<file path="src/rtl/phase_sequencer.sv">
// Game-flow controller for SymCounter: steps each level through the prelim, game,
// answer and post periods on 1 Hz ticks, judges the level, and tracks level and symbol rate.
//
// state  | meaning
// IDLE   | waiting for startBtn after reset
// PRELIM | preliminary countdown before play
// GAME   | symbols are shown, player counts
// ANSWER | player enters an answer
// POST   | result shown; the expiring tick judges the level
// LOSE   | level failed; waits for startBtn
// WIN    | last level passed; waits for startBtn
module phase_sequencer #(
  parameter int PRELIM_SECS = 3,
  parameter int GAME_SECS   = 10,
  parameter int ANSWER_SECS = 5,
  parameter int POST_SECS   = 3,
  parameter int MAX_LEVEL   = 9,
  parameter int TOLERANCE   = 0,
  parameter int BASE_MAX    = 100000000,
  parameter int STEP        = 10000000,
  parameter int MIN_MAX     = 10000000
) (
  input  logic        Clk100M,
  input  logic        reset,
  input  logic        tick1Hz,
  input  logic        startBtn,
  input  logic [7:0]  difference,
  output logic        pre,
  output logic        game,
  output logic        answer,
  output logic        post,
  output logic        prelimSig,
  output logic        gameSig,
  output logic        answerSig,
  output logic        postSig,
  output logic        newLevel,
  output logic [3:0]  secsLeft,
  output logic [3:0]  curLevel,
  output logic [31:0] symGenMax,
  output logic        lose,
  output logic        win
);

  typedef enum logic [2:0] {
    S_IDLE, S_PRELIM, S_GAME, S_ANSWER, S_POST, S_LOSE, S_WIN
  } state_t;

  localparam logic [3:0]  PRELIM_C = 4'(PRELIM_SECS);
  localparam logic [3:0]  GAME_C   = 4'(GAME_SECS);
  localparam logic [3:0]  ANSWER_C = 4'(ANSWER_SECS);
  localparam logic [3:0]  POST_C   = 4'(POST_SECS);
  localparam logic [3:0]  MAX_C    = 4'(MAX_LEVEL);
  localparam logic [31:0] TOL_C    = 32'(TOLERANCE);
  localparam logic [31:0] BASE_C   = 32'(BASE_MAX);
  localparam logic [31:0] STEP_C   = 32'(STEP);
  localparam logic [31:0] MIN_C    = 32'(MIN_MAX);

  state_t      state_q;
  logic [1:0]  rst_sync_q;
  logic        pre_q, game_q, answer_q, post_q;
  logic        prelim_sig_q, game_sig_q, answer_sig_q, post_sig_q, new_level_q;
  logic [3:0]  secs_q, level_q;
  logic [31:0] sym_q, sym_d, lvl_off;
  logic        lose_q, win_q;
  logic        run, pass;

  // Assertion is immediate; release takes effect only after two clean edges.
  always_ff @(posedge Clk100M or negedge reset) begin
    if (!reset) rst_sync_q <= 2'b00;
    else        rst_sync_q <= {rst_sync_q[0], 1'b1};
  end

  assign run  = rst_sync_q[1];
  assign pass = (32'(difference) <= TOL_C);

  // Underflow of BASE - offset shows up as offset > BASE and clamps like any short value.
  always_comb begin
    lvl_off = 32'(level_q - 4'd1) * STEP_C;
    sym_d   = BASE_C - lvl_off;
    if (lvl_off > BASE_C || sym_d < MIN_C) sym_d = MIN_C;
  end

  always_ff @(posedge Clk100M or negedge reset) begin
    if (!reset) begin
      state_q      <= S_IDLE;
      pre_q        <= 1'b0;
      game_q       <= 1'b0;
      answer_q     <= 1'b0;
      post_q       <= 1'b0;
      prelim_sig_q <= 1'b0;
      game_sig_q   <= 1'b0;
      answer_sig_q <= 1'b0;
      post_sig_q   <= 1'b0;
      new_level_q  <= 1'b0;
      secs_q       <= 4'd0;
      level_q      <= 4'd1;
      sym_q        <= BASE_C;
      lose_q       <= 1'b0;
      win_q        <= 1'b0;
    end else if (run) begin
      prelim_sig_q <= 1'b0;
      game_sig_q   <= 1'b0;
      answer_sig_q <= 1'b0;
      post_sig_q   <= 1'b0;
      new_level_q  <= 1'b0;
      sym_q        <= sym_d;
      case (state_q)
        S_IDLE, S_LOSE, S_WIN: begin
          if (startBtn) begin
            level_q      <= 4'd1;
            lose_q       <= 1'b0;
            win_q        <= 1'b0;
            state_q      <= S_PRELIM;
            pre_q        <= 1'b1;
            prelim_sig_q <= 1'b1;
            secs_q       <= PRELIM_C;
          end
        end
        S_PRELIM: begin
          if (tick1Hz) begin
            if (secs_q != 4'd1) begin
              secs_q <= secs_q - 4'd1;
            end else begin
              state_q    <= S_GAME;
              pre_q      <= 1'b0;
              game_q     <= 1'b1;
              game_sig_q <= 1'b1;
              secs_q     <= GAME_C;
            end
          end
        end
        S_GAME: begin
          if (tick1Hz) begin
            if (secs_q != 4'd1) begin
              secs_q <= secs_q - 4'd1;
            end else begin
              state_q      <= S_ANSWER;
              game_q       <= 1'b0;
              answer_q     <= 1'b1;
              answer_sig_q <= 1'b1;
              secs_q       <= ANSWER_C;
            end
          end
        end
        S_ANSWER: begin
          if (tick1Hz) begin
            if (secs_q != 4'd1) begin
              secs_q <= secs_q - 4'd1;
            end else begin
              state_q    <= S_POST;
              answer_q   <= 1'b0;
              post_q     <= 1'b1;
              post_sig_q <= 1'b1;
              secs_q     <= POST_C;
            end
          end
        end
        S_POST: begin
          if (tick1Hz) begin
            if (secs_q != 4'd1) begin
              secs_q <= secs_q - 4'd1;
            end else begin
              post_q <= 1'b0;
              if (!pass) begin
                state_q <= S_LOSE;
                lose_q  <= 1'b1;
                secs_q  <= 4'd0;
              end else if (level_q < MAX_C) begin
                level_q      <= level_q + 4'd1;
                new_level_q  <= 1'b1;
                state_q      <= S_PRELIM;
                pre_q        <= 1'b1;
                prelim_sig_q <= 1'b1;
                secs_q       <= PRELIM_C;
              end else begin
                state_q <= S_WIN;
                win_q   <= 1'b1;
                secs_q  <= 4'd0;
              end
            end
          end
        end
        default: state_q <= S_IDLE;
      endcase
    end
  end

  assign pre       = pre_q;
  assign game      = game_q;
  assign answer    = answer_q;
  assign post      = post_q;
  assign prelimSig = prelim_sig_q;
  assign gameSig   = game_sig_q;
  assign answerSig = answer_sig_q;
  assign postSig   = post_sig_q;
  assign newLevel  = new_level_q;
  assign secsLeft  = secs_q;
  assign curLevel  = level_q;
  assign symGenMax = sym_q;
  assign lose      = lose_q;
  assign win       = win_q;

endmodule
</file>
<file path="config.mk">
export PLATFORM = sky130hd
export DESIGN_NAME = phase_sequencer
export DESIGN_NICKNAME = d
export VERILOG_FILES = /design/src/rtl/phase_sequencer.sv
export SDC_FILE = /design/constraint.sdc
export NUM_CORES = 1
export LEC_CHECK = 0
export BUFFER_PORTS_ARGS = -buffer_cell sky130_fd_sc_hd__buf_4
export CAP_MARGIN = 10
export CORE_ASPECT_RATIO = 0.6
export CORE_MARGIN = 1
export CORE_UTILIZATION = 35
export DETAILED_ROUTE_END_ITERATION = 10
export PLACE_DENSITY = 0.66
export SETUP_SLACK_MARGIN = 0.4
export SLEW_MARGIN = 10
export SYNTH_ARGS = -nofsm -noshare
export SYNTH_HDL_FRONTEND = slang
export SYNTH_SLANG_ARGS = --single-unit
</file>
<file path="constraint.sdc">
create_clock -name Clk100M -period 7.08 [get_ports Clk100M]
set_input_delay 1.062 -clock Clk100M [delete_from_list [all_inputs] [get_ports Clk100M]]
set_output_delay 1.062 -clock Clk100M [all_outputs]
set_load 0.03 [all_outputs]
</file>
==> Implementation_results.wiki, run 1 <==
{| class="wikitable"
! Metric !! Value
|-
| Count of antenna diodes in the layout || 0
|-
| Number of fillers in the final layout || approximately 1,500
|-
| Area added between synthesis and finish || 15.33%
|-
| Final GP Congestion || a little over 0.9
|-
| Instance count of the mapped netlist || between 600 and 700
|-
| Syn. warnings || 0
|-
| Post-layout net count || between 700 and 800
|-
| Slack of the critical path || about 0.63 ns
|-
| Non-filler instance count after layout || 855
|-
| Share of synthesized area occupied by flip-flops and latches || a little over a fifth
|-
| Fmax || ~0.16 GHz
|-
| Placement Rows || 34
|-
| Crit Reg-Reg Startpoint || curLevel[0]
|-
| Vertical die dimension || around 98 um
|-
| Multi-input combinational cell area || 3837 um^2
|-
| TritonCTS clock tree || done
|-
| Number of antenna violations at the first check in global routing || 0
|-
| Register clock-pin slew on the reported worst setup and hold paths || ~0.070 ns
|-
| Number of pins with negative max-slew slack in the final report || 0
|-
| Synthesis-stage register bit count || 46
|-
| Fraction of post-synthesis cell area in the top cell type by area || ~16%
|-
| Starting Density || a little over a third
|-
| FF+latch area || 1167 um^2
|-
| First-pass iteration count of the detailed router || 6
|-
| Count of flip-flops with a built-in enable after synthesis || 0
|-
| Internal reg-to-reg setup slack || ~0.63 ns
|-
| Fraction of layout cells with a size suffix above 1 || 19.94%
|-
| Critical Path End Type || flop
|-
| Category of the critical setup timing path || reg -> reg
|-
| Number of global-route vias before repair || around 4,200
|-
| Count of routing violations after the opening detailed-route iteration || 380
|-
| Met3 Track Usage GR || about 4.5%
|-
| Hold depth || 0
|-
| Top-level port count || 63
|-
| Cell at the root of the clock tree || clkbuf_16
|-
| Endpoint, Worst Hold || rst_sync_q[1]
|-
| Average cell area after synthesis || 8.779 um^2
|-
| Routed wire per std cell || 16.62 um
|-
| Die width || between 150 and 200 um
|-
| Terminus of the critical flop-to-flop path || symGenMax[17]
|-
| Final Skew || around 0.0033 ns
|-
| Crit path required time || roughly 7.3 ns
|-
| Clock latency reported for the late side of the worst-skew pair || just under 0.3 ns
|-
| Fraction of the cycle the final worst path needs || between 90% and 100%
|-
| Setup-failing EPs final || 0
|-
| Global routing's busiest layer || met1
|-
| Met1 track demand over resource || between 30% and 40%
|-
| Total CTS buffers || 5
|-
| Wire length of the first global-routing pass || around 23 mm
|-
| Critical path peak fanout || 8
|-
| Grt ovf || 0
|-
| Count of cell types in the netlist || 85
|-
| Worst hold slack || around 0.35 ns
|-
| Detailed Route WL || roughly 14 mm
|-
| Dominant cell type by area after synthesis || ha_1
|-
| Global-route track usage on met2 || a little under a quarter
|-
| Depth of the worst register-to-register path || 21
|-
| Placed cells || 842
|-
| Endpoints failing hold || 0
|-
| Max-cap violations || 0
|-
| Main synth FF type || dfrtp_1
|-
| Place WS || about 0.37 ns
|-
| Number of I/O port buffers || 55
|-
| Post-route antenna net violation count || 0
|-
| Final worst path period need || approximately 6.4 ns
|-
| Detailed placer's ending HPWL || about 11 mm
|-
| Worst setup SP type || flop
|-
| Min-delay worst type || reg -> reg
|-
| Source of the worst hold timing path || rst_sync_q[0]
|-
| Number of buffers added to fix hold violations after cts || 0
|-
| Mapped Area || about 5300 um^2
|-
| Ratio of routed vias to standard cells || around 5.4
|-
| Number of H-tree branching levels || 2
|-
| Ranking of synthesized cells by area || ha_1 16%, dfrtp_1 16%, fa_1 7.5%
|-
| DIE AREA || about 16,000 um^2
|-
| Transition at the pin with the smallest max-transition slack || 0.6052 ns
|-
| Number of remaining DRC errors || 0
|-
| RSZ-0062 raised after global routing || false
|-
| Number of clock sinks seen by CTS || between 40 and 50
|-
| Total Neg Setup Slack || 0 ns
|-
| Core Region || approximately 15,000 um^2
|-
| Async set-or-reset flop fraction in the synthesized netlist || 100.0%
|-
| Via total after detailed routing || 4,577
|-
| Global routing usage summed across all routing layers || between 10% and 20%
|-
| Largest net degree at the start of global routing || 47
|-
| Result of the run || finished clean
|-
| CTS max path bufs || 2
|-
| Relative slew slack || 59.65%
|-
| Data arrival time of the critical path || between 6 and 7 ns
|}
-- registers in the layout, indices dropped and copies added (netlist names), 2 cells and up --
name and cells:
symGenMax 22, state_q 3, rst_sync_q 2, secsLeft 4
curLevel 4
-- per-stage QoR --
step / utilization (%) / instance area [um^2]
final: 41.81 / 6136
after global routing: 41.81 / 6136
after CTS: 41.31 / 6063
after detailed placement: 40.21 / 5902
after global placement: 40.21 / 5902
after floorplan: - / 5353
-- kinds of logic (layout without fill, tap and decap cells) --
group | after synthesis | in the layout | synth area share [%]
other | 2 | 8 | 0.1412
DFF | 46 | 46 | 21.94
and+or+nand+nor | 174 | 175 | 16.56
muxes | 5 | 5 | 0.9878
adders and majority gates | 87 | 87 | 23.28
AOI/OAI and AO/OA | 154 | 154 | 21.54
xor gates and xnor gates | 48 | 48 | 8.185
buffers and inverters | 90 | 134 | 7.361
-- worst max-delay path, stage by stage, from the launching register on --
cell and delay, ns:
dfstp_2 0.54, inv_1 0.13, ha_1 0.25, inv_2 0.13
or3_4 0.16, clkinv_4 0.05, ha_1 0.35, ha_1 0.20
inv_1 0.07, fa_1 0.44, fa_1 0.53, fa_1 0.55
inv_1 0.05, fa_1 0.59, ha_2 0.33, a2111oi_0 0.57
nand2b_1 0.10, and4b_2 0.31, a21oi_4 0.20, xor2_4 0.27
nand4_4 0.21, a32o_1 0.31
-- final cells by class --
cell class,count,area share [%]
inverters,58,3.630
flip-flops and latches,46,19.03
multi-input cells,477,62.54
clock inverters,3,0.4078
well taps,198,4.038
clock buffers,5,2.039
repair buffers,68,8.320
-- layout by cell type (no fill, tap or decap), types with 5 or more instances in the layout --
master,n
buf_4,68
ha_1,66
inv_1,56
nor2_1,56
nand2_1,38
dfrtp_1,33
o21ai_0,32
xnor2_1,31
a21oi_1,27
fa_1,20
nor3_1,16
xor2_1,13
dfstp_2,13
nand3_1,10
a31oi_1,9
a21o_1,9
o2bb2ai_1,9
conb_1,8
nand2b_1,6
nand4_1,6
o22ai_1,5
or2_2,5
a32o_1,5
clkbuf_16,5
-- Yosys cell counts (all sizes together), types with 3 or more instances --
| master | count |
|---|---|
| a211oi | 3 |
| a21boi | 5 |
| a21o | 9 |
| a21oi | 30 |
| a22o | 3 |
| a31o | 3 |
| a31oi | 9 |
| a32o | 5 |
| and2 | 4 |
| and3 | 3 |
| buf | 15 |
| clkbuf | 17 |
| dfrtp | 33 |
| dfstp | 13 |
| fa | 20 |
| ha | 67 |
| inv | 57 |
| mux2i | 3 |
| nand2 | 39 |
| nand2b | 6 |
| nand3 | 10 |
| nand4 | 7 |
| nor2 | 57 |
| nor2b | 4 |
| nor3 | 18 |
| nor4 | 3 |
| o2111ai | 4 |
| o211ai | 3 |
| o21ai | 39 |
| o22ai | 6 |
| o2bb2ai | 9 |
| or2 | 6 |
| or3 | 5 |
| or4 | 3 |
| xnor2 | 33 |
| xor2 | 15 |
-- routing by layer --
| metal | share of wire [%] | wire length [um] |
|---|---|---|
| met1 | 57 | 8033 |
| met2 | 35 | 4983 |
| met3 | 8.4 | 1190 |
| met4 | 0 | 0 |
| met5 | 0 | 0 |
-- timing repair --
| item | in CTS | in global routing |
|---|---|---|
| setup endpoints to repair | 4 | 17 |
| hold endpoints to repair | 0 | 0 |
| pin swaps | 1 | 5 |
| resized for setup | 1 | 8 |
| cloned | 0 | 1 |
| buffers inserted | 1 | 3 |
-- how the worst max path moves through the flow --
stage / slack (ns) / endpoint / depth (start not counted) / startpoint
2_1_floorplan: 0.42 / symGenMax[17] / 26 / curLevel[0]
5_1_grt: 0.40 / symGenMax[21] / 25 / curLevel[0]
3_5_place_dp: 0.37 / symGenMax[21] / 24 / curLevel[0]
3_3_place_gp: 0.46 / symGenMax[11] / 23 / curLevel[0]
4_1_cts: 0.62 / symGenMax[11] / 23 / curLevel[0]
6_report: 0.63 / symGenMax[17] / 21 / curLevel[0]
Power of run 1 is left out: the tool's default activity adds up to more than one toggle a clock period on the data nets, which glitch-free logic cannot reach.
==> run 2, diff against run 1 <==
--- a/config.mk
+++ b/config.mk
@@ -8,10 +8,9 @@
 export BUFFER_PORTS_ARGS = -buffer_cell sky130_fd_sc_hd__buf_4
 export CAP_MARGIN = 10
 export CORE_ASPECT_RATIO = 0.6
-export CORE_MARGIN = 1
+export CORE_MARGIN = 2
 export CORE_UTILIZATION = 35
 export DETAILED_ROUTE_END_ITERATION = 10
-export PLACE_DENSITY = 0.66
 export SETUP_SLACK_MARGIN = 0.4
 export SLEW_MARGIN = 10
 export SYNTH_ARGS = -nofsm -noshare
==> Implementation_results.wiki, run 2 (synthesis results as in run 1) <==
{| class="wikitable"
! Metric !! Value
|-
| Detailed placer's ending HPWL || 12.03 mm (+5.4%)
|-
| Fmax || 0.1563 GHz (+0.73%)
|-
| Multi-input combinational cell area || 3865 um^2 (+0.72%)
|-
| Min-delay worst type || reg -> reg
|-
| Number of I/O port buffers || 55 (unchanged)
|-
| Count of routing violations after the opening detailed-route iteration || 368 (-3.2%)
|-
| CTS max path bufs || 2 (unchanged)
|-
| CP max stage delay || 0.53 ns (-0.06 ns)
|-
| Worst setup SP type || flop
|-
| DIE AREA || 16,230 um^2 (+3.3%)
|-
| Vertical die dimension || 99.50 um (+2.1%)
|-
| Starting Density || 36.25% (unchanged)
|-
| Delay-heaviest family, CP || adder cells
|-
| Register clock-pin slew on the reported worst setup and hold paths || 0.07 ns (about the same)
|-
| Number of fillers in the final layout || 1,455 (-0.89%)
|-
| Number of clock sinks seen by CTS || 46 (unchanged)
|-
| TritonCTS clock tree || done
|-
| Number of global-route vias before repair || 4,361 (+4.1%)
|-
| Final Cell Area || 6220 um^2 (+1.4%)
|-
| Transition at the pin with the smallest max-transition slack || 0.7610 ns (+0.1557 ns)
|-
| Core Region || 14,680 um^2 (unchanged)
|-
| Number of flip-flops under the largest register name || 22 (unchanged)
|-
| Critical path peak fanout || 9 (+1)
|-
| Crit path buffers/inverters || 7 (+2)
|-
| Data arrival time of the critical path || 6.58 ns (-0.05 ns)
|-
| Largest net degree at the start of global routing || 47 (unchanged)
|-
| Detailed Route WL || 15.01 mm (+5.6%)
|-
| Area added between synthesis and finish || 16.91%
|-
| Count of antenna diodes in the layout || 0 (unchanged)
|-
| Number of H-tree branching levels || 2 (unchanged)
|-
| Post-route antenna net violation count || 0 (unchanged)
|-
| Routed wire per std cell || 17.45 um (+5.0%)
|-
| FF+latch area || 1167 um^2 (unchanged)
|-
| Post-layout net count || 760 (+0.66%)
|-
| Number of antenna violations at the first check in global routing || 0 (unchanged)
|-
| Cell with the most instances on the worst path || ha_1
|-
| Fraction of the cycle the final worst path needs || 90.39% (-0.66 points)
|-
| Number of pins with negative max-slew slack in the final report || 0 (unchanged)
|-
| Die width || 163.2 um (+1.2%)
|-
| Final GP Congestion || 0.9417 (+1.6%)
|-
| Final worst path period need || 6.400 ns (-0.04659 ns)
|-
| Top-level port count || 63 (unchanged)
|-
| Clock latency reported for the late side of the worst-skew pair || 0.30 ns (about the same)
|-
| Setup-failing EPs final || 0 (unchanged)
|-
| Total CTS buffers || 5 (unchanged)
|-
| Via total after detailed routing || 4,597 (+0.44%)
|-
| Global routing usage summed across all routing layers || 18.61% (+0.14 points)
|-
| Placement Rows || 34 (unchanged)
|-
| Critical Path End Type || flop
|-
| First-pass iteration count of the detailed router || 5 (-1)
|-
| Grt ovf || 0 (unchanged)
|-
| Relative slew slack || 49.10% (-11 points)
|-
| Critical-path cell with the highest stage delay || dfstp_2
|-
| Cell at the root of the clock tree || clkbuf_16
|-
| Ratio of routed vias to standard cells || 5.345 (-0.15%)
|-
| Final Skew || 0.007863 ns (+0.004598 ns)
|-
| Total Neg Setup Slack || 0 ns (unchanged)
|-
| Wire length of the first global-routing pass || 23.58 mm (+2.8%)
|-
| Most frequent cells in the layout || 73 x buf_4, 66 x ha_1, 56 x inv_1, 56 x nor2_1, 38 x nand2_1
|-
| Max-cap violations || 0 (unchanged)
|-
| RSZ-0062 raised after global routing || false
|-
| Fraction of layout cells with a size suffix above 1 || 21.15% (+1.2 points)
|-
| Commonest non-fill, non-tap cell in the layout || buf_4
|-
| Number of remaining DRC errors || 0 (unchanged)
|-
| Crit path required time || 7.26 ns (about the same)
|-
| Result of the run || finished clean
|-
| Endpoints failing hold || 0 (unchanged)
|-
| Area after DPL || 5894 um^2 (-0.13%)
|-
| Category of the critical setup timing path || reg -> reg
|}
[run 2: per-layer routing]
metal  up-vias  global-route usage [%]  wire (um)
met5         -                       0          0
met4         0                   2.451         56
met3         8                   3.962       1125
met2       160                   23.30       5482
met1      2195                   31.71       8344
li1       2234                       -          -
[run 2: worst register-to-register path: cells and delay by family (launching register included)]
kind,cells,cell delay (ns)
adder cells (fa/ha/maj),8,2.55
AO/OA/AOI/OAI,5,1.40
AND/OR/NAND/NOR,4,0.93
flip-flops,1,0.53
buffers and inverters,7,0.49
XOR/XNOR,1,0.28
multiplexers,1,0.10
[run 2: cell type report]
| cell class | count | area share, % |
|---|---|---|
| Clock buffer | 5 | 2.012 |
| Clock inverter | 3 | 0.7041 |
| Inverter | 58 | 3.581 |
| Multi-Input combinational cell | 477 | 62.14 |
| Sequential cell | 46 | 18.77 |
| Tap cell | 198 | 3.983 |
| Timing Repair Buffer | 73 | 8.811 |
[run 2: timing repair]
action                     4_1_cts  5_1_grt
gates resized for setup          0       14
hold buffers                     0        0
setup buffers                    0       10
setup endpoints to repair        0       22
[run 2: metrics by stage]
stage               worst slack, ns  cells  util [%]  hold WS [ns]
global route                 0.3653    860     42.38        0.3638
floorplan                    0.4156    612         -        0.3312
CTS                          0.4529    849     41.31        0.3498
global placement             0.5680    841     40.16        0.3386
detailed placement           0.4752    841     40.16        0.3450
finish                       0.6801    860     42.38        0.3491
[run 2: worst paths after layout]
check                               from            end  slack (ns)  depth (start not counted)
min in group asynchronous          reset  symGenMax[30]        0.76                          1
max reg2reg                  curLevel[0]  symGenMax[11]        0.68                         26
min                        rst_sync_q[0]  rst_sync_q[1]        0.35                          0
max                          curLevel[0]  symGenMax[11]        0.68                         26
max in group asynchronous          reset    secsLeft[0]        5.91                          1
min reg2reg                rst_sync_q[0]  rst_sync_q[1]        0.35                          0
Power of run 2 is left out for the same reason.
==> run 3, diff against run 2 <==
--- a/config.mk
+++ b/config.mk
@@ -7,8 +7,8 @@
 export LEC_CHECK = 0
 export BUFFER_PORTS_ARGS = -buffer_cell sky130_fd_sc_hd__buf_4
 export CAP_MARGIN = 10
-export CORE_ASPECT_RATIO = 0.6
-export CORE_MARGIN = 2
+export CORE_ASPECT_RATIO = 1.25
+export CORE_MARGIN = 1.5
 export CORE_UTILIZATION = 35
 export DETAILED_ROUTE_END_ITERATION = 10
 export SETUP_SLACK_MARGIN = 0.4
==> Implementation_results.wiki, run 3 (synthesis results as in run 1) <==
{| class="wikitable"
! Metric !! Value
|-
| Number of clock sinks seen by CTS || 46 (unchanged)
|-
| Number of global-route vias before repair || 4,449 (+2.0%)
|-
| Placed cells || 826 (-1.8%)
|-
| Min-delay worst type || reg -> reg
|-
| Largest net degree at the start of global routing || 47 (unchanged)
|-
| Final worst path period need || 6.293 ns (-0.1064 ns)
|-
| Via total after detailed routing || 4,562 (-0.76%)
|-
| Number of flip-flops under the largest register name || 22 (unchanged)
|-
| Clock latency reported for the late side of the worst-skew pair || 0.29 ns (about the same)
|-
| Die width || 113.3 um (-31%)
|-
| Wire length of the first global-routing pass || 22.07 mm (-6.4%)
|-
| Fraction of layout cells with a size suffix above 1 || 20.33% (-0.81 points)
|-
| Ratio of routed vias to standard cells || 5.424 (+1.5%)
|-
| Post-route antenna net violation count || 0 (unchanged)
|-
| DIE AREA || 15,950 um^2 (-1.7%)
|-
| Worst setup SP type || flop
|-
| Max-cap violations || 0 (unchanged)
|-
| Count of routing violations after the opening detailed-route iteration || 289 (-21%)
|-
| Grt ovf || 0 (unchanged)
|-
| Critical path peak fanout || 8 (-1)
|-
| Total CTS buffers || 5 (unchanged)
|-
| Category of the critical setup timing path || reg -> reg
|-
| Number of buffers added to fix hold violations after cts || 0 (unchanged)
|-
| Detailed placer's ending HPWL || 10.88 mm (-9.6%)
|-
| Number of H-tree branching levels || 2 (unchanged)
|-
| Worst setup startpoint || curLevel[0]
|-
| Number of remaining DRC errors || 0 (unchanged)
|-
| Non-filler instance count after layout || 841 (-2.2%)
|-
| Total Neg Setup Slack || 0 ns (unchanged)
|-
| Most frequent cells in the layout || 70 x buf_4, 65 x ha_1, 56 x nor2_1
|-
| Final GP Congestion || 0.8456 (-10%)
|-
| Cell at the root of the clock tree || clkbuf_16
|-
| Vertical die dimension || 140.8 um (+42%)
|-
| RSZ-0062 raised after global routing || false
|-
| Post-layout net count || 757 (-0.39%)
|-
| Setup-failing EPs final || 0 (unchanged)
|-
| Transition at the pin with the smallest max-transition slack || 0.7465 ns (-0.01448 ns)
|-
| Fraction of the cycle the final worst path needs || 88.89% (-1.5 points)
|-
| TritonCTS clock tree || done
|-
| Register clock-pin slew on the reported worst setup and hold paths || 0.06 ns (about the same)
|-
| Routed wire per std cell || 16.18 um (-7.3%)
|-
| Fmax || 0.1589 GHz (+1.7%)
|-
| Starting Density || 35.73% (-0.52 points)
|-
| Crit path required time || 7.25 ns (about the same)
|-
| Final Skew || 0.009571 ns (+0.001708 ns)
|-
| Number of antenna violations at the first check in global routing || 0 (unchanged)
|-
| Detailed Route WL || 13.61 mm (-9.3%)
|-
| Commonest non-fill, non-tap cell in the layout || buf_4
|-
| Placement Rows || 50 (+47%)
|-
| Global routing usage summed across all routing layers || 16.83% (-1.8 points)
|-
| Endpoints failing hold || 0 (unchanged)
|-
| Data arrival time of the critical path || 6.46 ns (-0.12 ns)
|-
| CTS max path bufs || 2 (unchanged)
|-
| Number of pins with negative max-slew slack in the final report || 0 (unchanged)
|-
| First-pass iteration count of the detailed router || 7 (+2)
|-
| Number of I/O port buffers || 55 (unchanged)
|-
| Critical Path End Type || flop
|-
| Source of the worst hold timing path || rst_sync_q[0]
|-
| Area added between synthesis and finish || 15.80%
|-
| Crit Reg-Reg Startpoint || curLevel[0]
|-
| Core Region || 14,890 um^2 (+1.4%)
|-
| Relative slew slack || 50.07% (+0.97 points)
|-
| Top-level port count || 63 (unchanged)
|-
| Count of antenna diodes in the layout || 0 (unchanged)
|-
| Result of the run || finished clean
|}
-- run 3: area by class of cell --
class | count | area, um^2
Clock buffer | 6 | 128.9
Clock inverter | 2 | 37.54
Fill cell | 1459 | 8728
Inverter | 58 | 226.5
Multi-Input combinational cell | 477 | 3847
Sequential cell | 46 | 1167
Tap cell | 182 | 227.7
Timing Repair Buffer | 70 | 525.5
-- run 3: final timing paths --
path	end	slack (ns)	depth (start not counted)
max in group asynchronous	curLevel[2]	5.92	1
worst min register to register	rst_sync_q[1]	0.35	0
min in group asynchronous	symGenMax[30]	0.77	1
worst min-delay path	rst_sync_q[1]	0.35	0
worst max-delay path	symGenMax[17]	0.79	23
worst max register to register	symGenMax[17]	0.79	23
-- run 3: worst max-delay path, stage by stage, from the launching register on --
cell and delay, ns:
dfstp_2 0.56, clkinvlp_4 0.11, ha_4 0.20, inv_2 0.13
or3_1 0.20, clkinv_4 0.06, ha_1 0.34, ha_1 0.20
inv_1 0.07, fa_1 0.45, fa_1 0.52, fa_1 0.54
inv_1 0.05, fa_1 0.49, ha_2 0.40, o21ai_0 0.16
a21boi_2 0.22, nand2_1 0.07, nor3_1 0.12, and4b_1 0.30
a21oi_4 0.21, xor2_4 0.27, nand4_4 0.19, a32o_1 0.31
-- run 3: metal layers --
metal  up-vias  GRT usage, %  share of wire, %
met5         -             0                 0
met4         0         5.461               2.2
met3        20         1.032               2.0
met2        87         30.97                53
met1      2218         20.86                43
li1       2237             -                 -
-- run 3: stage by stage --
step / hold slack (ns) / cell area (um^2) / util (%) / setup slack [ns]
2_1_floorplan: 0.3312 / 5353 / - / 0.4156
3_3_place_gp: 0.3479 / 5882 / 39.50 / 0.5723
3_5_place_dp: 0.3396 / 5882 / 39.50 / 0.4050
4_1_cts: 0.3564 / 6051 / 40.64 / 0.4227
5_1_grt: 0.3660 / 6161 / 41.38 / 0.4002
6_report: 0.3531 / 6161 / 41.38 / 0.7865
-- run 3: what timing repair did --
item | in CTS | in global routing
gates cloned | 0 | 1
resized for setup | 1 | 11
endpoints found under the setup margin | 5 | 22
pin swaps | 0 | 7
buffers inserted | 0 | 6
Power of run 3 is left out for the same reason.
